`src/rtl/signed_division_unit.sv`:
```
// Multi-cycle signed divider (restoring, one quotient bit per clock) with C truncation semantics.
// Latency WIDTH+1 edges from accept to done (1 edge for divide-by-zero); start ignored while busy.
module signed_division_unit #(
  parameter int WIDTH = 32
) (
  input  logic             clk,
  input  logic             rst_n,
  input  logic             start,
  input  logic [WIDTH-1:0] inp1,
  input  logic [WIDTH-1:0] inp2,
  output logic             busy,
  output logic             done,
  output logic [WIDTH-1:0] quotient,
  output logic [WIDTH-1:0] remainder,
  output logic             div_zero,
  output logic             overflow
);

  localparam int CW = (WIDTH > 1) ? $clog2(WIDTH) : 1;
  localparam logic [CW-1:0]    LAST_CNT = CW'(WIDTH - 1);
  localparam logic [WIDTH-1:0] MIN_VAL  = {1'b1, {(WIDTH-1){1'b0}}};

  typedef enum logic [1:0] {S_IDLE, S_RUN, S_SIGN} state_t;

  state_t           state_q, state_d;
  logic [CW-1:0]    count_q, count_d;
  logic [WIDTH-1:0] dvd_q, dvd_d;
  logic [WIDTH-1:0] dvs_q, dvs_d;
  logic [WIDTH-1:0] rem_q, rem_d;
  logic             nq_q, nq_d;
  logic             nr_q, nr_d;
  logic             dz_q, dz_d;
  logic             ov_q, ov_d;
  logic             busy_q, busy_d;
  logic             done_q, done_d;
  logic [WIDTH-1:0] quo_q, quo_d;
  logic [WIDTH-1:0] rmd_q, rmd_d;
  logic             dzf_q, dzf_d;
  logic             ovf_q, ovf_d;

  logic [WIDTH:0]   trial;
  logic [WIDTH-1:0] abs1;
  logic [WIDTH-1:0] abs2;

  always_comb begin
    state_d = state_q;
    count_d = count_q;
    dvd_d   = dvd_q;
    dvs_d   = dvs_q;
    rem_d   = rem_q;
    nq_d    = nq_q;
    nr_d    = nr_q;
    dz_d    = dz_q;
    ov_d    = ov_q;
    busy_d  = busy_q;
    done_d  = 1'b0;
    quo_d   = quo_q;
    rmd_d   = rmd_q;
    dzf_d   = dzf_q;
    ovf_d   = ovf_q;

    // Partial remainder stays below the divisor, so WIDTH+1 bits hold the trial without loss.
    trial = {rem_q, dvd_q[WIDTH-1]} - {1'b0, dvs_q};
    abs1  = inp1[WIDTH-1] ? -inp1 : inp1;
    abs2  = inp2[WIDTH-1] ? -inp2 : inp2;

    case (state_q)
      S_IDLE: begin
        if (start) begin
          dvd_d   = abs1;
          dvs_d   = abs2;
          nq_d    = inp1[WIDTH-1] ^ inp2[WIDTH-1];
          nr_d    = inp1[WIDTH-1];
          count_d = '0;
          busy_d  = 1'b1;
          dz_d    = (inp2 == '0);
          ov_d    = (inp1 == MIN_VAL) && (inp2 == '1);
          // Divide-by-zero skips the loop; preloading |inp1| lets SIGN rebuild inp1 as the remainder.
          rem_d   = (inp2 == '0) ? abs1 : '0;
          state_d = (inp2 == '0) ? S_SIGN : S_RUN;
        end
      end
      S_RUN: begin
        dvd_d   = {dvd_q[WIDTH-2:0], ~trial[WIDTH]};
        rem_d   = trial[WIDTH] ? {rem_q[WIDTH-2:0], dvd_q[WIDTH-1]} : trial[WIDTH-1:0];
        count_d = count_q + CW'(1);
        if (count_q == LAST_CNT) state_d = S_SIGN;
      end
      S_SIGN: begin
        quo_d   = dz_q ? '1 : (nq_q ? -dvd_q : dvd_q);
        rmd_d   = nr_q ? -rem_q : rem_q;
        dzf_d   = dz_q;
        ovf_d   = ov_q;
        done_d  = 1'b1;
        busy_d  = 1'b0;
        state_d = S_IDLE;
      end
      default: state_d = S_IDLE;
    endcase
  end

  always_ff @(posedge clk or negedge rst_n) begin
    if (!rst_n) begin
      state_q <= S_IDLE;
      count_q <= '0;
      dvd_q   <= '0;
      dvs_q   <= '0;
      rem_q   <= '0;
      nq_q    <= 1'b0;
      nr_q    <= 1'b0;
      dz_q    <= 1'b0;
      ov_q    <= 1'b0;
      busy_q  <= 1'b0;
      done_q  <= 1'b0;
      quo_q   <= '0;
      rmd_q   <= '0;
      dzf_q   <= 1'b0;
      ovf_q   <= 1'b0;
    end else begin
      state_q <= state_d;
      count_q <= count_d;
      dvd_q   <= dvd_d;
      dvs_q   <= dvs_d;
      rem_q   <= rem_d;
      nq_q    <= nq_d;
      nr_q    <= nr_d;
      dz_q    <= dz_d;
      ov_q    <= ov_d;
      busy_q  <= busy_d;
      done_q  <= done_d;
      quo_q   <= quo_d;
      rmd_q   <= rmd_d;
      dzf_q   <= dzf_d;
      ovf_q   <= ovf_d;
    end
  end

  assign busy      = busy_q;
  assign done      = done_q;
  assign quotient  = quo_q;
  assign remainder = rmd_q;
  assign div_zero  = dzf_q;
  assign overflow  = ovf_q;

endmodule
```
`config.mk`:
```
export PLATFORM = sky130hd
export DESIGN_NAME = signed_division_unit
export DESIGN_NICKNAME = d
export VERILOG_FILES = /design/src/rtl/signed_division_unit.sv
export SDC_FILE = /design/constraint.sdc
export NUM_CORES = 1
export LEC_CHECK = 0
export BUFFER_PORTS_ARGS = -buffer_cell sky130_fd_sc_hd__buf_4
export CAP_MARGIN = 15
export CORE_MARGIN = 5
export CORE_UTILIZATION = 35
export DETAILED_ROUTE_END_ITERATION = 8
export MAX_ROUTING_LAYER = met4
export PLACE_DENSITY = 0.62
export REMOVE_ABC_BUFFERS = 1
export SLEW_MARGIN = 20
export SYNTH_ARGS = -nofsm -noshare
export SYNTH_HDL_FRONTEND = slang
export SYNTH_SLANG_ARGS = --single-unit
```
`constraint.sdc`:
```
create_clock -name clk -period 3.75 [get_ports clk]
set_input_delay 0.9375 -clock clk [delete_from_list [all_inputs] [get_ports clk]]
set_output_delay 0.9375 -clock clk [all_outputs]
set_load 0.1 [all_outputs]
```
==> flow_summary_export.csv <==
group,metric,value,unit
worst_setup_path,crit_path_end_kind,"flip-flop",
layout,layout-drive-gt1-share,0.159,
detailed_routing,via_count,10700,
grt,grt_util_met2,0.294,
worst_setup_path,cp_num_buf_inv,1,
layout,layout_common_cells,"nand2_1 (192), buf_4 (186), dfrtp_1 (175)",
clocking,clkTransAtPathRegs,0.07,ns
die,ios,135,
grt,track_usage,0.195,
die,dieArea,37000,sq um
sta,hold_ws,0.479,ns
layout,fin_nets,1661,
detailed_routing,wl_per_cell,17.3,microns
power_and_ir_drop,pwr-share-clk,0.125,
die,core,32700,sq um
clocking,htree_levels,4,
power_and_ir_drop,combinationalPowerShare,0.625,
clocking,cts_hold_buf,0,
grt,grt.busiest_layer,"met2",
layout,fin_area,14000,sq um
grt,use_met3,0.0255,
clocking,cts_resized,0,
worst_setup_path,worstPathArrival,3.82,ns
placement,pre_cts_ws,-0.168,ns
die,rows,66,
placement,place_area,13500,sq um
synth,synth_edf_count,0,
sta,period_share,0.936,
sta,fin_ws,0.240,ns
worst_setup_path,start_kind,"input pin",
clocking,cts-root-buf,"clkbuf_16",
worst_setup_path,cp.required,4.06,ns
layout,layoutNonFillerInstCount,2011,
synth,syn_inst,1427,
power_and_ir_drop,p_seq_frac,0.250,
sta,maxSlewViolCount,0,
die,die_w,192,microns
sta,tightest_slew,1.03,ns
run,drv_cap,0,
synth,ys.flop_type,"dfrtp_1",
sta,fin_crit,3.51,ns
synth,synth.ff_latch_count,175,
detailed_routing,routed_wl,34800,microns
power_and_ir_drop,p_leak,6.18,nW
synth,synth_seq_area_share,0.376,
clocking,cts.sinks,175,
detailed_routing,drt_pass1_iterations,5,
synth,synthArstFlopShare,1.00,
grt,grt_pass1_vias,10200,
die,initial_utilization,0.356,
power_and_ir_drop,power_per_cell_area,1020,nW/um^2
layout,final_common_cell,"nand2_1",
placement,place.port_buffers,134,
power_and_ir_drop,switching_share,0.497,
placement,dpl.hpwl,26600,microns
clocking,insertion_delay,0.44,ns
worst_setup_path,worst_path_max_delay_cell,"or4_4",
synth,yosys_warnings,0,
worst_setup_path,crit_path_frequent_cell,"or4_4",
sta,finalHoldViolCount,0,
detailed_routing,final_antenna_net_count,0,
status,outcome,"complete, no violations",
grt,grt_use_met1,0.276,
power_and_ir_drop,p_switching,7.10,mW
worst_hold_path,hp-class,"flip-flop to flip-flop",
worst_setup_path,critPathKind,"input pin to flip-flop",
detailed_routing,drtIter0Drc,888,
sta,max_slew_margin,0.312,
grt,overflow,0,
detailed_routing,vias_per_cell,5.34,
synth,syn-cell-area,11600,sq um
placement,gp_congestion,0.869,
worst_setup_path,cpPeakStageDelay,0.57,ns
die,die-height,192,microns
layout,area_growth,20.5,%
synth,avgSynthCellArea,8.16,sq um
worst_setup_path,path_cells,"buf_4, or4_4, or4_4, or2_4, or4_4, o31ai_4, xnor2_1, a32oi_1, o21ai_1, or3_1",
grt,grt_pass1_wl,56100,microns
placement,place_inst,1977,
sta,setup_viol,0,
worst_setup_path,critPathTopFamily,"simple AND/OR/NAND/NOR gates",
grt,antenna_found_initial,2,
power_and_ir_drop,max-vdd-ir-drop,0.000738,V
detailed_routing,post-route-drc-count,0,
clocking,cts_tree,"built",
clocking,post_cts_buffers,0,
power_and_ir_drop,internal_power,7.19,mW
sta,rsz0062_at_grt,"false",
worst_setup_path,cp_max_fo,3,
grt,grt_max_degree,75,
clocking,cts_buffers,17,
sta,fin_skew,0.00890,ns
clocking,clockBufferDepth,2,
power_and_ir_drop,power,14.3,mW
sta,timing.fmax,285,MHz
synth,yosysUniqueCellTypes,65,
==> area by class of cell <==
cell class | instances | area, sq um
fillers | 3346 | 18700
multi-input cells | 1118 | 6810
flip-flops and latches | 175 | 4380
repair buffers | 193 | 1530
well taps | 442 | 553
clock buffers | 19 | 433
inverters | 49 | 184
clock inverters | 13 | 140
diodes | 2 | 5.00
==> metrics by stage <==
stage | util | setup TNS [ns]
floorplan | - | -64.03
global placement | 0.411 | -0.398
detailed placement | 0.411 | -0.767
CTS | 0.429 | 0
global route | 0.429 | 0
finish | 0.429 | 0
==> sequential cells by signal, summed over array words and instances, names as in the netlist, 2 cells and up <==
name,flops
quotient,32
dvs_q,32
remainder,32
rem_q,32
count_q,5
dvd_q,32
state_q,2
==> tightest hold or removal path, stage by stage (launching register included) <==
cell and delay [ns]:
dfrtp_1 0.34, nand2_1 0.05, o21ai_0 0.06
==> final timing paths <==
kind,startpoint,to,slack (ns),cells after the start
worst max-delay path,inp1[18],rem_q[29],0.24,10
worst min-delay path,dvs_q[7],dvs_q[7],0.48,2
worst max register to register,dvd_q[4],quotient[28],0.36,9
worst min register to register,dvs_q[7],dvs_q[7],0.48,2
max in group asynchronous,rst_n,quotient[30],2.49,2
min in group asynchronous,rst_n,dvs_q[10],0.51,1
==> cells by family (layout without fill, tap and decap cells) <==
group	count (synthesis)	count (layout)	synth area share
AND/OR/NAND/NOR	473	473	0.188
AO/OA/AOI/OAI	448	448	0.229
buffers and inverters	134	274	0.0439
other	0	2	0
flip-flops	175	175	0.376
multiplexers	9	9	0.00773
XOR/XNOR	148	148	0.111
adder cells (fa/ha/maj)	40	40	0.0436
==> layer usage <==
metal / vias to the layer above / wire [microns]
met1: 5057 / 16600
met5: - / 0
met4: 0 / 877
met2: 302 / 15500
met3: 45 / 1840
li1: 5332 / -
==> power by group through the flow <==
stage / Sequential [mW] / Combinational [mW] / Clock (mW)
2_1_floorplan: 3.96 / 5.24 / 0
3_3_place_gp: 3.56 / 8.77 / 0
3_5_place_dp: 3.60 / 8.87 / 0
4_1_cts: 3.56 / 8.90 / 1.83
5_1_grt: 3.69 / 9.98 / 1.92
6_report: 3.58 / 8.93 / 1.79
==> cell usage after synthesis, drive strengths merged, types with 17 or more instances <==
master | count | area share
or4 | 22 | 0.016
nand3 | 27 | 0.012
nand4 | 17 | 0.0091
nor2 | 120 | 0.039
a21oi | 119 | 0.051
o31ai | 42 | 0.029
a22oi | 24 | 0.015
dfrtp | 175 | 0.38
ha | 39 | 0.042
nand2 | 193 | 0.062
xor2 | 111 | 0.083
nor3 | 20 | 0.0086
clkbuf | 78 | 0.025
inv | 48 | 0.015
o21ai | 173 | 0.074
xnor2 | 37 | 0.028
Power figures use the tool's default switching activity.
